File: src/rtl/ps2_tx_ctrl.sv
// PS/2 host-to-device transmit sequencer: inhibit, request-to-send, bit shift
// on device clock falls, ACK sampling, with a watchdog on the device clock.
`timescale 1ns/1ps
module ps2_tx_ctrl #(
  parameter int INHIBIT_CYC = 6000,
  parameter int RTS_CYC     = 100,
  parameter int TIMEOUT_CYC = 1000000
) (
  input  logic       clk50m,
  input  logic       rst,
  input  logic       tx_valid,
  input  logic [7:0] tx_data,
  output logic       tx_ready,
  output logic       tx_done,
  output logic       tx_err,
  output logic       busy,
  output logic       clk_oe,
  output logic       clk_od,
  output logic       dat_oe,
  output logic       dat_od,
  input  logic       clk_id,
  input  logic       dat_id
);

  localparam int CNT_TOP = (INHIBIT_CYC > TIMEOUT_CYC) ? INHIBIT_CYC : TIMEOUT_CYC;
  localparam int CW      = $clog2(CNT_TOP + 1);

  typedef enum logic [2:0] {
    S_IDLE, S_INHIBIT, S_RTS, S_SEND, S_WAIT_ACK, S_WAIT_IDLE, S_ABORT
  } state_t;

  state_t        r_state;
  logic          r_clk_s, r_clk_s_d, r_dat_s;
  logic [CW-1:0] r_cnt;
  logic [3:0]    r_n;
  logic [7:0]    r_data;
  logic          r_par;
  logic          r_tx_ready, r_tx_done, r_tx_err, r_busy;
  logic          r_clk_oe, r_clk_od, r_dat_oe, r_dat_od;

  logic          w_fall, w_accept, w_timeout;
  logic [CW-1:0] w_cnt_inc;

  assign w_fall    = r_clk_s_d & ~r_clk_s;
  assign w_accept  = tx_valid & r_tx_ready;
  assign w_cnt_inc = (r_cnt == {CW{1'b1}}) ? r_cnt : r_cnt + {{(CW-1){1'b0}}, 1'b1};
  // The ABORT cycle and the tx_err register use the last two cycles of the budget,
  // so tx_err lands exactly TIMEOUT_CYC cycles after the last reference point.
  assign w_timeout = (r_cnt >= CW'(TIMEOUT_CYC - 2));

  // Line input synchroniser and edge-detect history; lines idle high.
  always_ff @(posedge clk50m or posedge rst) begin
    if (rst) begin
      r_clk_s   <= 1'b1;
      r_clk_s_d <= 1'b1;
      r_dat_s   <= 1'b1;
    end else begin
      r_clk_s   <= clk_id;
      r_clk_s_d <= r_clk_s;
      r_dat_s   <= dat_id;
    end
  end

  // Transfer sequencer with registered pad controls and handshake outputs.
  always_ff @(posedge clk50m or posedge rst) begin
    if (rst) begin
      r_state    <= S_IDLE;
      r_cnt      <= '0;
      r_n        <= 4'd0;
      r_data     <= 8'h00;
      r_par      <= 1'b0;
      r_tx_ready <= 1'b1;
      r_tx_done  <= 1'b0;
      r_tx_err   <= 1'b0;
      r_busy     <= 1'b0;
      r_clk_oe   <= 1'b0;
      r_clk_od   <= 1'b0;
      r_dat_oe   <= 1'b0;
      r_dat_od   <= 1'b0;
    end else begin
      r_tx_done <= 1'b0;
      r_tx_err  <= 1'b0;
      case (r_state)
        S_IDLE: begin
          if (w_accept) begin
            r_data     <= tx_data;
            r_par      <= ~^tx_data;
            r_cnt      <= '0;
            r_clk_oe   <= 1'b1;
            r_clk_od   <= 1'b0;
            r_dat_oe   <= 1'b0;
            r_dat_od   <= 1'b0;
            r_tx_ready <= 1'b0;
            r_busy     <= 1'b1;
            r_state    <= S_INHIBIT;
          end
        end
        S_INHIBIT: begin
          if (r_cnt == CW'(INHIBIT_CYC - 1)) begin
            r_cnt    <= '0;
            r_dat_oe <= 1'b1;
            r_dat_od <= 1'b0;
            r_state  <= S_RTS;
          end else begin
            r_cnt <= w_cnt_inc;
          end
        end
        S_RTS: begin
          if (r_cnt == CW'(RTS_CYC - 1)) begin
            r_cnt    <= '0;
            r_n      <= 4'd0;
            r_clk_oe <= 1'b0;
            r_state  <= S_SEND;
          end else begin
            r_cnt <= w_cnt_inc;
          end
        end
        S_SEND: begin
          if (w_fall) begin
            r_cnt <= '0;
            r_n   <= r_n + 4'd1;
            if (r_n == 4'd9) begin
              r_dat_oe <= 1'b0;
              r_dat_od <= 1'b0;
              r_state  <= S_WAIT_ACK;
            end else if (r_n == 4'd8) begin
              r_dat_od <= r_par;
            end else begin
              r_dat_od <= r_data[r_n[2:0]];
            end
          end else if (w_timeout) begin
            r_clk_oe <= 1'b0;
            r_dat_oe <= 1'b0;
            r_dat_od <= 1'b0;
            r_state  <= S_ABORT;
          end else begin
            r_cnt <= w_cnt_inc;
          end
        end
        S_WAIT_ACK: begin
          if (w_fall) begin
            r_cnt   <= '0;
            r_state <= r_dat_s ? S_ABORT : S_WAIT_IDLE;
          end else if (w_timeout) begin
            r_state <= S_ABORT;
          end else begin
            r_cnt <= w_cnt_inc;
          end
        end
        S_WAIT_IDLE: begin
          if (r_clk_s && r_dat_s) begin
            r_cnt      <= '0;
            r_tx_done  <= 1'b1;
            r_tx_ready <= 1'b1;
            r_busy     <= 1'b0;
            r_state    <= S_IDLE;
          end else if (w_fall) begin
            r_cnt <= '0;
          end else if (w_timeout) begin
            r_state <= S_ABORT;
          end else begin
            r_cnt <= w_cnt_inc;
          end
        end
        S_ABORT: begin
          r_cnt      <= '0;
          r_clk_oe   <= 1'b0;
          r_dat_oe   <= 1'b0;
          r_dat_od   <= 1'b0;
          r_tx_err   <= 1'b1;
          r_tx_ready <= 1'b1;
          r_busy     <= 1'b0;
          r_state    <= S_IDLE;
        end
        default: begin
          r_cnt      <= '0;
          r_clk_oe   <= 1'b0;
          r_dat_oe   <= 1'b0;
          r_dat_od   <= 1'b0;
          r_tx_ready <= 1'b1;
          r_busy     <= 1'b0;
          r_state    <= S_IDLE;
        end
      endcase
    end
  end

  assign tx_ready = r_tx_ready;
  assign tx_done  = r_tx_done;
  assign tx_err   = r_tx_err;
  assign busy     = r_busy;
  assign clk_oe   = r_clk_oe;
  assign clk_od   = r_clk_od;
  assign dat_oe   = r_dat_oe;
  assign dat_od   = r_dat_od;

endmodule

File: config.mk
export PLATFORM = sky130hd
export DESIGN_NAME = ps2_tx_ctrl
export DESIGN_NICKNAME = d
export VERILOG_FILES = /design/src/rtl/ps2_tx_ctrl.sv
export SDC_FILE = /design/constraint.sdc
export NUM_CORES = 1
export LEC_CHECK = 0
export BUFFER_PORTS_ARGS = -buffer_cell sky130_fd_sc_hd__buf_2
export CORE_ASPECT_RATIO = 1.25
export CORE_MARGIN = 5
export CORE_UTILIZATION = 50
export CTS_BUF_LIST = sky130_fd_sc_hd__clkbuf_16
export CTS_CLUSTER_SIZE = 28
export DETAILED_ROUTE_END_ITERATION = 10
export PLACE_DENSITY = 0.71
export SETUP_SLACK_MARGIN = 0.15
export SLEW_MARGIN = 20
export SYNTH_ARGS = -nofsm -noshare
export SYNTH_HDL_FRONTEND = slang
export SYNTH_SLANG_ARGS = --single-unit
File: constraint.sdc
create_clock -name clk50m -period 1.9 [get_ports clk50m]
set_input_delay 0 -clock clk50m [delete_from_list [all_inputs] [get_ports clk50m]]
set_output_delay 0 -clock clk50m [all_outputs]
set_load 0.02 [all_outputs]
# --- Yosys cells after proc, flatten, opt, wreduce, memory -nomap -nowiden ---
# Cells that the tools add are included.
word_totals:
  latch_bits: 0
  output_inout_bits: 8
  word_cells: 107
  regBits: 46
  ramBits: 0
  in_bits: 13
  mem_count: 0
  romBits: 0
op_classes:
  add_sub_neg: 2
  reduce_logical: 15
  shift: 0
  n_eq_ne: 21
  mul: 0
  mux: 46
  n_bitwise: 6
  order_cmp: 2
  div: 0
ops:
  columns: ["cell", "count"]
  rows:
  - ["20-bit 2-to-1 mux", 7]
  - ["20-bit one-hot mux with 5 select lines", 1]
  - ["3-bit 2-to-1 mux", 9]
  - ["20-bit by 1-bit adder with 20-bit output (second input constant)", 1]
  - ["20-bit by 13-bit == test with 1-bit output (second input constant)", 1]
  - ["20-bit == test (second input constant)", 1]
  - ["20-bit by 7-bit == test with 1-bit output (second input constant)", 1]
  - ["20-bit >= comparator (second input constant)", 1]
  - ["1-bit 2-to-1 mux", 18]
  - ["3-bit one-hot mux with 6 select lines", 1]
  - ["5-bit AND reduction", 3]
  - ["2-bit != test (second input constant)", 7]
  - ["1-bit one-hot mux with 4 select lines", 3]
  - ["3-bit == test (second input constant)", 3]
  - ["3-bit != test (second input constant)", 3]
  - ["4-bit == test (second input constant)", 2]
  - ["4-bit 2-to-1 mux", 2]
  - ["4-bit one-hot mux with 2 select lines", 1]
  - ["8-bit XNOR reduction", 1]
  - ["3-bit by 2-bit == test with 1-bit output (second input constant)", 2]
  - ["1-bit one-hot mux with 3 select lines", 2]
  - ["3-bit AND reduction", 2]
  - ["3-bit OR reduction", 2]
  - ["4-bit by 1-bit adder with 4-bit output (second input constant)", 1]
  - ["other kinds (13)", 17]

# --- Logic depth before layout (Yosys ltp) ---
# Gate-level depths: netlist of the first run.
logic_depth:
  ltp_word: 6
  depth_mapped: 9
  depth_no_buf: 8

# --- Worst setup path after synthesis of the first run ---
# OpenSTA, ideal clock, no wires.
synth_timing:
  path_kind: "reg-to-reg"
  startpoint: "register r_cnt[1]"
  endpoint: "register r_dat_oe (netlist: dat_oe)"
  synth_period_minus_slack_ps: 2047
  n_path_buf: 0
  stages_incl_launch_ff: 8
  arrival_ps: 1922
  path_slack_ps: -147
  cell_sequence: "dfrtp_1 -> ha_1 -> nor4b_1 -> nand4_1 -> o21ai_4 -> o311ai_1 -> nor2_1 -> mux2_2"
synth_between:
  elab_chain_len: 3
  word_cells_on_any_way: 5
  classes_between: "order compare: 1; eq/ne: 3; reduce/logical: 1"
synth_lines:
  columns: ["item", "line_no", "text"]
  rows:
  - ["start: declaration", "34", "logic [CW-1:0] r_cnt;"]
  - ["start signal: assignment", "105", "r_cnt <= w_cnt_inc;"]
  - ["start signal: assignment", "115", "r_cnt <= w_cnt_inc;"]
  - ["start signal: assignment", "137", "r_cnt <= w_cnt_inc;"]
  - ["20-bit >= comparator or 20-bit by 13-bit == test with 1-bit output (tied branches)", "49, 99", null]
  - ["3-bit != test (no line) or 2-bit != test (tied branches)", null, null]
  - ["5-bit AND reduction (no line) *", null, null]
  - ["end signal: assignment", "78", "r_dat_oe <= 1'b0;"]
  - ["end signal: assignment", "91", "r_dat_oe <= 1'b0;"]
  - ["end signal: assignment", "101", "r_dat_oe <= 1'b1;"]
  - ["end: declaration", "39", "logic r_clk_oe, r_clk_od, r_dat_oe, r_dat_od;"]
# Every way passes the cells marked *; elsewhere a longest branch is shown, timed or not.
# A chain may end at the register's enable or synchronous reset.

# --- Worst setup path in the final report of the first run ---
layout_timing:
  startpoint: "register r_cnt[15]"
  endpoint: "register r_cnt[6]"
layout_between:
  elab_chain_len: 6
  word_cells_on_any_way: 11
  classes_between: "order compare: 1; eq/ne: 3; mux: 7"
layout_lines:
  columns: ["item", "line_no", "text"]
  rows:
  - ["parallel branches: the longest is 5 deep, another holds 20-bit >= comparator", null, null]
  - ["20-bit one-hot mux with 5 select lines *", "83", "case (r_state)"]
# Mark *: on every way between the ends.

==> flow_summary.json, run 1 <==
{
  "vias": 3201,
  "syn-cell-area_um2": 2820,
  "drc": 0,
  "pwr-share-clk_pct": 15.5,
  "cp_common_cell": "buf_6",
  "h-tree-depth": 2,
  "fillers": 309,
  "sw_frac_of_total_pct": 41.36,
  "die_w_um": 77.18,
  "ant_nets": 0,
  "dr.pass1.iters": 4,
  "report.final.slew_viol_count": 0,
  "grt_pass1_vias": 3247,
  "ios": 21,
  "use_met2_pct": 51.12,
  "p_int_mw": 3.491,
  "ir_drop_mv": 0.6965,
  "cp_cell_sequence": "nor4_4, nand4_1, buf_6, o21ai_4, buf_12, buf_8, o211ai_4, buf_6, a21oi_2, a31oi_1",
  "routabilityCongestion": 0.9103,
  "grt_max_degree": 20,
  "wl_per_cell_um": 21.38,
  "grt_pass1_wl_um": 16080,
  "met1_usage_pct": 30.12,
  "synth_cells": 313,
  "synth_fp_nets": 331,
  "die_h_um": 93.97,
  "dpl.cell_count": 465,
  "area_growth_pct": 53.77,
  "die_area_um2": 7252,
  "grt_usage_pct": 27.78,
  "critical_path_class": "register to register",
  "rsz0062_at_grt": "true",
  "period_share_pct": 117.3,
  "power_density_nw_per_um2": 1373,
  "clk_pin_slew_ns": 0.07,
  "finalHoldViolCount": 0,
  "worstPathArrival_ns": 2.40,
  "cts_tree": "built",
  "worst_setup_path_end_kind": "register",
  "post-route-min-period_ns": 2.229,
  "core_area_um2": 5443,
  "finalPower_mw": 5.953,
  "synth-main-ff-cell": "dfrtp_1",
  "fmax_ghz": 0.4486,
  "grt-ovfl-total": 0,
  "violations": "negative setup slack",
  "relSlewSlack_pct": 64.76,
  "vias_per_cell": 6.415,
  "switchingPower_mw": 2.462,
  "crit_required_ns": 2.07,
  "worst_slew_pin_slew_ns": 0.5246,
  "synth_edf_count": 0,
  "portBuffers": 19,
  "min_from": "tx_data[4]",
  "layoutNonFillerInstCount": 499,
  "hpwlAfterDp_um": 5936,
  "start_util_pct": 51.82,
  "worst_slack_ns": -0.3293,
  "p_leak_nw": 1.979,
  "cpMaxStageDelayCell": "dfrtp_1",
  "core.rowCount": 30,
  "grt.busiest_layer": "met2",
  "antenna_cells": 0,
  "antenna_found_initial": 0,
  "combPwrFrac_pct": 60.1,
  "syn_avg_cell_area_um2": 9.010,
  "slowest_delay_ns": 0.41,
  "ys_seq_area_share_pct": 40.99,
  "yosys_warnings": 0,
  "async_flop_share_pct": 100.0,
  "synth_seq_cells": 46,
  "cts_buffers": 5,
  "crit_fanout": 5,
  "cts_root_buf": "clkbuf_16",
  "reg2reg_from": "r_cnt[15]",
  "clkLatencyLatePin_ns": 0.29,
  "drt_iter0_markers": 309,
  "maxCapViolations": 0,
  "yosysUniqueCellTypes": 58,
  "p_seq_share_pct": 24.4,
  "drive_gt1_share_pct": 45.98,
  "crit_path_start_kind": "register",
  "outcome": "complete, but fails checks",
  "hold_class": "primary input to register",
  "skew_ns": 0.003801,
  "crit_start": "r_cnt[15]",
  "setup_viol": 28,
  "drt-total-wl_um": 10670,
  "clkSinkCount": 46,
  "clockBufferDepth": 2,
  "num-nets-final": 452,
  "use_met3_pct": 4.702
}
final cells by class:
| class | count | area [um^2] | share of cell area, % |
|---|---|---|---|
| Sequential cell | 46 | 1165 | 26.86 |
| Inverter | 12 | 45.04 | 1.039 |
| Clock inverter | 3 | 23.77 | 0.5482 |
| Timing Repair Buffer | 127 | 1030 | 23.75 |
| Clock buffer | 5 | 125.1 | 2.885 |
| Tap cell | 64 | 80.08 | 1.847 |
| Multi-Input combinational cell | 242 | 1868 | 43.08 |
routing by layer:
| layer | routed length, um | vias up | share of wire, % |
|---|---|---|---|
| met3 | 663 | 54 | 6.2 |
| met5 | 0 | - | 0 |
| met1 | 3935 | 1568 | 37 |
| met4 | 580 | 0 | 5.4 |
| li1 | - | 1399 | - |
| met2 | 5488 | 180 | 51 |
repair_timing:
| action | CTS | global route |
|---|---|---|
| setup endpoints to repair | 30 | 38 |
| resized for setup | 34 | 38 |
| hold buffers | 11 | 0 |
| hold endpoints to repair | 22 | 0 |
| gates cloned | 3 | 0 |
| buffers inserted | 9 | 3 |
| pin swaps | 13 | 16 |
Yosys cell counts, types with 2 or more instances:
master	count	share of area, %
a211oi_1	4	1.1
a21o_1	5	1.3
a21oi_1	16	2.8
a22o_1	7	2.2
a22oi_1	2	0.53
a31oi_1	11	2.4
a41oi_1	4	1.2
and2_1	4	0.89
and3_1	6	1.3
and4_1	2	0.62
buf_2	7	1.2
clkbuf_1	7	0.93
dfrtp_1	42	37
dfstp_2	4	3.7
ha_1	5	2.2
inv_1	12	1.6
mux2_2	9	3.6
mux4_2	2	1.6
nand2_1	28	3.7
nand2b_1	4	0.89
nand3_1	14	2.5
nand4_1	10	2.2
nor2_1	27	3.6
nor3_1	13	2.3
nor4_1	2	0.44
o21ai_0	20	3.5
o21bai_1	3	0.80
o31ai_1	2	0.53
or2_2	2	0.44
xnor2_1	7	2.2
xor2_1	5	1.6
critical path: cells and delay by family, from the launching register on:
kind	cells	cell delay (ns)
AOI/OAI and AO/OA	4	0.52
buffers and inverters	4	0.57
and+or+nand+nor	2	0.58
DFF	1	0.41
path summary, 6_finish.rpt:
| path | end | slack, ns | depth (start not counted) |
|---|---|---|---|
| setup / recovery | r_cnt[6] | -0.33 | 10 |
| hold / removal | r_data[4] | 0.003 | 2 |
| setup reg to reg | r_cnt[6] | -0.33 | 10 |
| hold reg to reg | r_clk_s_d | 0.39 | 0 |
| max in group asynchronous | r_clk_s | 1.04 | 4 |
| min in group asynchronous | r_cnt[11] | 0.22 | 3 |
power groups by stage:
stage / Sequential, mW / Combinational (mW) / Clock, mW
finish: 1.45 / 3.58 / 0.925
global route: 1.48 / 3.79 / 0.975
CTS: 1.41 / 3.13 / 0.910
detailed placement: 1.43 / 2.64 / 0
global placement: 1.42 / 2.57 / 0
floorplan: 1.45 / 1.62 / 0
state kept, by name, indices dropped and copies added, names as in the netlist:
name       count
busy           1
clk_oe         1
dat_od         1
dat_oe         1
r_clk_s        1
r_clk_s_d      1
r_cnt         20
r_dat_s        1
r_data         8
r_n            4
r_par          1
r_state        3
tx_done        1
tx_err         1
tx_ready       1
layout by cell type (no fill, tap or decap), types with 10 or more instances in the layout:
cell type,instances
buf_4,77
dfrtp_1,35
nand2_1,27
nor2_1,22
buf_2,19
buf_6,17
o21ai_0,13
inv_1,11
a31oi_1,11
dlygate4sd3_1,11
nand4_1,10
nand3_1,10
through the flow:
stage	utilization, %	worst slack, ns	hold slack (ns)	setup TNS [ns]	cell area, um^2
after global routing	79.68	-0.3967	-0.003072	-7.972	4337
after detailed placement	66.83	-0.3115	-0.01985	-5.577	3637
after floorplan	-	-0.06976	0.004478	-0.1502	2903
after CTS	76.41	-0.2162	0.003104	-4.184	4159
final	79.68	-0.3293	0.003257	-5.940	4337
after global placement	66.83	-0.3779	-0.02365	-5.348	3637
logic make-up (layout without fill, tap and decap cells):
| logic type | Yosys count | in the layout | share of synthesized area [%] |
|---|---|---|---|
| DFF | 46 | 46 | 40.99 |
| other | 1 | 1 | 0.1330 |
| buffers and inverters | 28 | 147 | 4.215 |
| AOI/OAI and AO/OA | 88 | 91 | 21.38 |
| adders and majority gates | 5 | 5 | 2.218 |
| and+or+nand+nor | 121 | 121 | 21.78 |
| muxes | 12 | 12 | 5.546 |
| xor gates and xnor gates | 12 | 12 | 3.727 |
No activity file was read; power rests on OpenSTA's default activity.
==> run 2, diff against run 1 <==
CORE_UTILIZATION = 54   (was 50)
PLACE_DENSITY = unset   (was 0.71)
PLACE_DENSITY_LB_ADDON = 0.1   (was unset)
==> flow_summary.json, run 2 (synthesized netlist as in run 1, its figures left out) <==
{
  "drive_gt1_share_pct": 48.90,
  "largest-register": "r_cnt",
  "grt-ovfl-total": 0,
  "place_area_um2": 3677,
  "power_density_nw_per_um2": 1478,
  "clkSinkCount": 46,
  "clk_pin_slew_ns": 0.07,
  "worst_slew_pin_slew_ns": 0.5065,
  "fin_area_um2": 4542,
  "relSlewSlack_pct": 66.18,
  "ios": 21,
  "critical_path_class": "register to register",
  "largest_reg_flops": 20,
  "fillers": 217,
  "drc": 0,
  "crit_required_ns": 2.11,
  "worstPathArrival_ns": 2.53,
  "core_area_um2": 5080,
  "core.rowCount": 29,
  "h-tree-depth": 2,
  "layoutNonFillerInstCount": 516,
  "cts_buffers": 5,
  "dr.pass1.iters": 5,
  "crit_path_start_kind": "register",
  "die_h_um": 90.80,
  "drt_iter0_markers": 384,
  "hold_class": "primary input to asynchronous set/reset pin",
  "vias": 3460,
  "grt_pass1_vias": 3418,
  "wl_per_cell_um": 24.06,
  "ant_nets": 0,
  "clockBufferDepth": 2,
  "grt_max_degree": 23,
  "vias_per_cell": 6.705,
  "rsz0062_at_grt": "true",
  "die_area_um2": 6777,
  "setup_viol": 28,
  "p_leak_nw": 2.095,
  "area_growth_pct": 61.05,
  "cts_root_buf": "clkbuf_16",
  "tns_ns": -8.104,
  "die_w_um": 74.64,
  "fmax_ghz": 0.4308,
  "start_util_pct": 55.52,
  "routabilityCongestion": 0.9858,
  "reg2reg_from": "r_cnt[1]",
  "hpwlAfterDp_um": 6207,
  "grt_pass1_wl_um": 16800,
  "fin_util_pct": 89.41,
  "final_cell_mix": "buf_4, dfrtp_1, nand2_1, nor2_1, buf_6",
  "violations": "negative setup slack",
  "dpl.cell_count": 467,
  "drt-total-wl_um": 12410,
  "worst_setup_path_end_kind": "register",
  "crit_start": "r_cnt[1]",
  "skew_ns": 0.005722,
  "grt_usage_pct": 32.27,
  "cts_tree": "built",
  "portBuffers": 19,
  "finalPower_mw": 6.712,
  "maxCapViolations": 0,
  "ir_drop_mv": 1.097,
  "finalHoldViolCount": 0,
  "worst_slack_ns": -0.4214,
  "report.final.slew_viol_count": 0,
  "top_regs": "r_cnt: 20 flops, r_data: 8 flops, r_n: 4 flops",
  "outcome": "complete, but fails checks",
  "num-nets-final": 471,
  "final_common_cell": "buf_4",
  "period_share_pct": 122.2,
  "antenna_found_initial": 0,
  "antenna_cells": 0,
  "post-route-min-period_ns": 2.321,
  "clkLatencyLatePin_ns": 0.30,
  "crit_fanout": 3
}
## run 2: path summary, 6_finish.rpt
path,end,slack [ns],depth (start not counted)
min,r_cnt[8],0.28,3
max reg2reg,r_state[1],-0.42,10
min reg2reg,tx_ready,0.48,2
min in group clk50m,r_clk_s,0.36,2
max,r_state[1],-0.42,10
max in group asynchronous,r_clk_s,0.96,4
## run 2: critical path: stages, from the launching register on
cell and delay (ns):
dfrtp_1 0.40, ha_2 0.22, nor4b_4 0.23, nand4_1 0.17
buf_6 0.18, o21ai_4 0.22, buf_6 0.14, buf_6 0.09
nand4_1 0.15, o21bai_1 0.22, a22oi_1 0.21
## run 2: power breakdown
group          switching, mW  leakage (nW)  total, mW  internal, mW
clock network          0.429        0.0698      0.918         0.489
registers              0.251         0.588       1.49          1.23
logic                   2.17          1.44       4.31          2.14
## run 2: what timing repair did
action / CTS / global route
hold buffers: 12 / 0
endpoints found under the setup margin: 30 / 38
cloned: 2 / 0
buffers inserted: 17 / 10
endpoints found under the hold margin: 31 / 0
gates resized for setup: 49 / 35
pin swaps: 23 / 26
## run 2: cell type report
cell class,count,area [um^2],share of cell area (%)
sequential,46,1157,25.48
multi-input combinational,239,1882,41.43
timing repair buffer,149,1234,27.16
tap,62,77.57,1.708
clock inverter,3,21.27,0.4683
inverter,12,45.04,0.9917
clock buffer,5,125.1,2.755
## run 2: metal layers
metal  share of wire, %  wire (um)  vias to the layer above  global-route usage, %
met4                6.5        811                        0                  21.07
li1                   -          -                     1430                      -
met3                8.2       1013                       79                  5.679
met2                 50       6212                      259                  52.71
met1                 35       4374                     1692                  37.42
met5                  0          0                        -                      0
## run 2: per-stage QoR
| stage | hold WS [ns] | worst slack [ns] |
|---|---|---|
| 2_1_floorplan | 0.004478 | -0.06976 |
| 3_3_place_gp | 0.04111 | -0.2614 |
| 3_5_place_dp | 0.04253 | -0.2939 |
| 4_1_cts | 0.2820 | -0.1860 |
| 5_1_grt | 0.3179 | -0.4484 |
| 6_report | 0.2750 | -0.4214 |
==> run 3, diff against run 2 <==
RECOVER_POWER = 100   (was unset)
==> flow_summary.json, run 3 (synthesized netlist as in run 1, its figures left out) <==
{
  "outcome": "complete, but fails checks",
  "violations": "negative setup slack",
  "final_common_cell": "buf_4",
  "wl_per_cell_um": 24.00,
  "largest-register": "r_cnt",
  "clkLatencyLatePin_ns": 0.30,
  "tns_ns": -8.120,
  "clk_pin_slew_ns": 0.07,
  "area_growth_pct": 59.36,
  "maxCapViolations": 0,
  "start_util_pct": 55.52,
  "h-tree-depth": 2,
  "core.rowCount": 29,
  "routabilityCongestion": 0.9858,
  "antenna_found_initial": 0,
  "holdWs_ns": 0.3486,
  "critical_path_class": "register to register",
  "p_leak_nw": 2.052,
  "setup_viol": 30,
  "grt_pass1_vias": 3418,
  "ant_nets": 0,
  "fin_util_pct": 88.47,
  "core_area_um2": 5080,
  "hpwlAfterDp_um": 6207,
  "hold_class": "primary input to register",
  "die_area_um2": 6777,
  "place_area_um2": 3677,
  "post-place-ws_ns": -0.2939,
  "die_h_um": 90.80,
  "layoutNonFillerInstCount": 516,
  "rsz0062_at_grt": "true",
  "finalPower_mw": 6.625,
  "cts_root_buf": "clkbuf_16",
  "crit_required_ns": 2.10,
  "ir_drop_mv": 1.079,
  "worst_setup_path_end_kind": "register",
  "relSlewSlack_pct": 40.04,
  "antenna_cells": 0,
  "skew_ns": 0.006736,
  "rrSetupSlack_ns": -0.44,
  "crit_path_start_kind": "register",
  "num-nets-final": 471,
  "die_w_um": 74.64,
  "fmax_ghz": 0.4282,
  "drt-total-wl_um": 12380,
  "worstPathArrival_ns": 2.54,
  "portBuffers": 19,
  "fin_area_um2": 4494,
  "drive_gt1_share_pct": 46.04,
  "clockBufferDepth": 2,
  "vias_per_cell": 6.748,
  "finalHoldViolCount": 0,
  "worst_slew_pin_slew_ns": 0.8983,
  "cts_tree": "built",
  "report.final.slew_viol_count": 0,
  "grt_max_degree": 23,
  "vias": 3482,
  "ios": 21,
  "top_regs": "r_cnt: 20 flops, r_data: 8 flops, r_n: 4 flops",
  "grt_usage_pct": 32.27,
  "largest_reg_flops": 20,
  "post-route-min-period_ns": 2.335,
  "final_cell_mix": "buf_4, dfrtp_1, nand2_1, nor2_1, buf_6",
  "grt-ovfl-total": 0,
  "power_density_nw_per_um2": 1474,
  "cts_buffers": 5,
  "worst_slack_ns": -0.4352,
  "period_share_pct": 122.9,
  "grt_pass1_wl_um": 16800,
  "fillers": 233,
  "crit_fanout": 3,
  "clkSinkCount": 46,
  "dr.pass1.iters": 7,
  "drc": 0,
  "drt_iter0_markers": 450,
  "dpl.cell_count": 467
}
run 3: changes by cell type in the layout (fill, tap and decap cells not counted), sizes merged:
cell	previous run	this run
buf	137	125
clkbuf	5	17
run 3: repair_timing:
item	in CTS	in global routing
cloned	2	0
hold endpoints to repair	31	0
endpoints found under the setup margin	30	38
hold buffers	12	0
buffers inserted	17	10
resized for setup	49	35
pin swaps	23	26
run 3: final timing paths:
| check | start | end | depth (start not counted) |
|---|---|---|---|
| worst max register to register | r_cnt[1] | r_state[1] | 10 |
| worst min register to register | tx_ready | tx_ready | 2 |
| worst min-delay path | clk_id | r_clk_s | 2 |
| min in group asynchronous | rst | r_cnt[8] | 3 |
| max in group asynchronous | rst | tx_ready | 4 |
| worst max-delay path | r_cnt[1] | r_state[1] | 10 |
run 3: layout make-up:
cell class	count	area, um^2	share of cell area (%)
Sequential cell	46	1157	25.75
Multi-Input combinational cell	239	1872	41.65
Timing Repair Buffer	149	1196	26.61
Clock inverter	3	21.27	0.4733
Inverter	12	45.04	1.002
Tap cell	62	77.57	1.726
Clock buffer	5	125.1	2.784
run 3: where the power goes:
part           internal [mW]  switching, mW  leakage [nW]  total (mW)
Clock                  0.489          0.422        0.0698       0.910
Combinational           2.09           2.15          1.39        4.24
Sequential              1.23          0.243         0.588        1.48
run 3: critical path, cell delays in order (launching register included):
cell      delay (ns)
dfrtp_1         0.39
ha_2            0.22
nor4b_4         0.23
nand4_1         0.16
buf_6           0.18
o21ai_4         0.23
buf_6           0.14
buf_6           0.09
nand4_1         0.16
o21bai_1        0.22
a22oi_1         0.21
run 3: routing by layer:
metal	GRT usage, %	share of wire [%]
met1	37.42	35
met2	52.71	50
met4	21.07	7.0
met3	5.679	8.1
met5	0	0
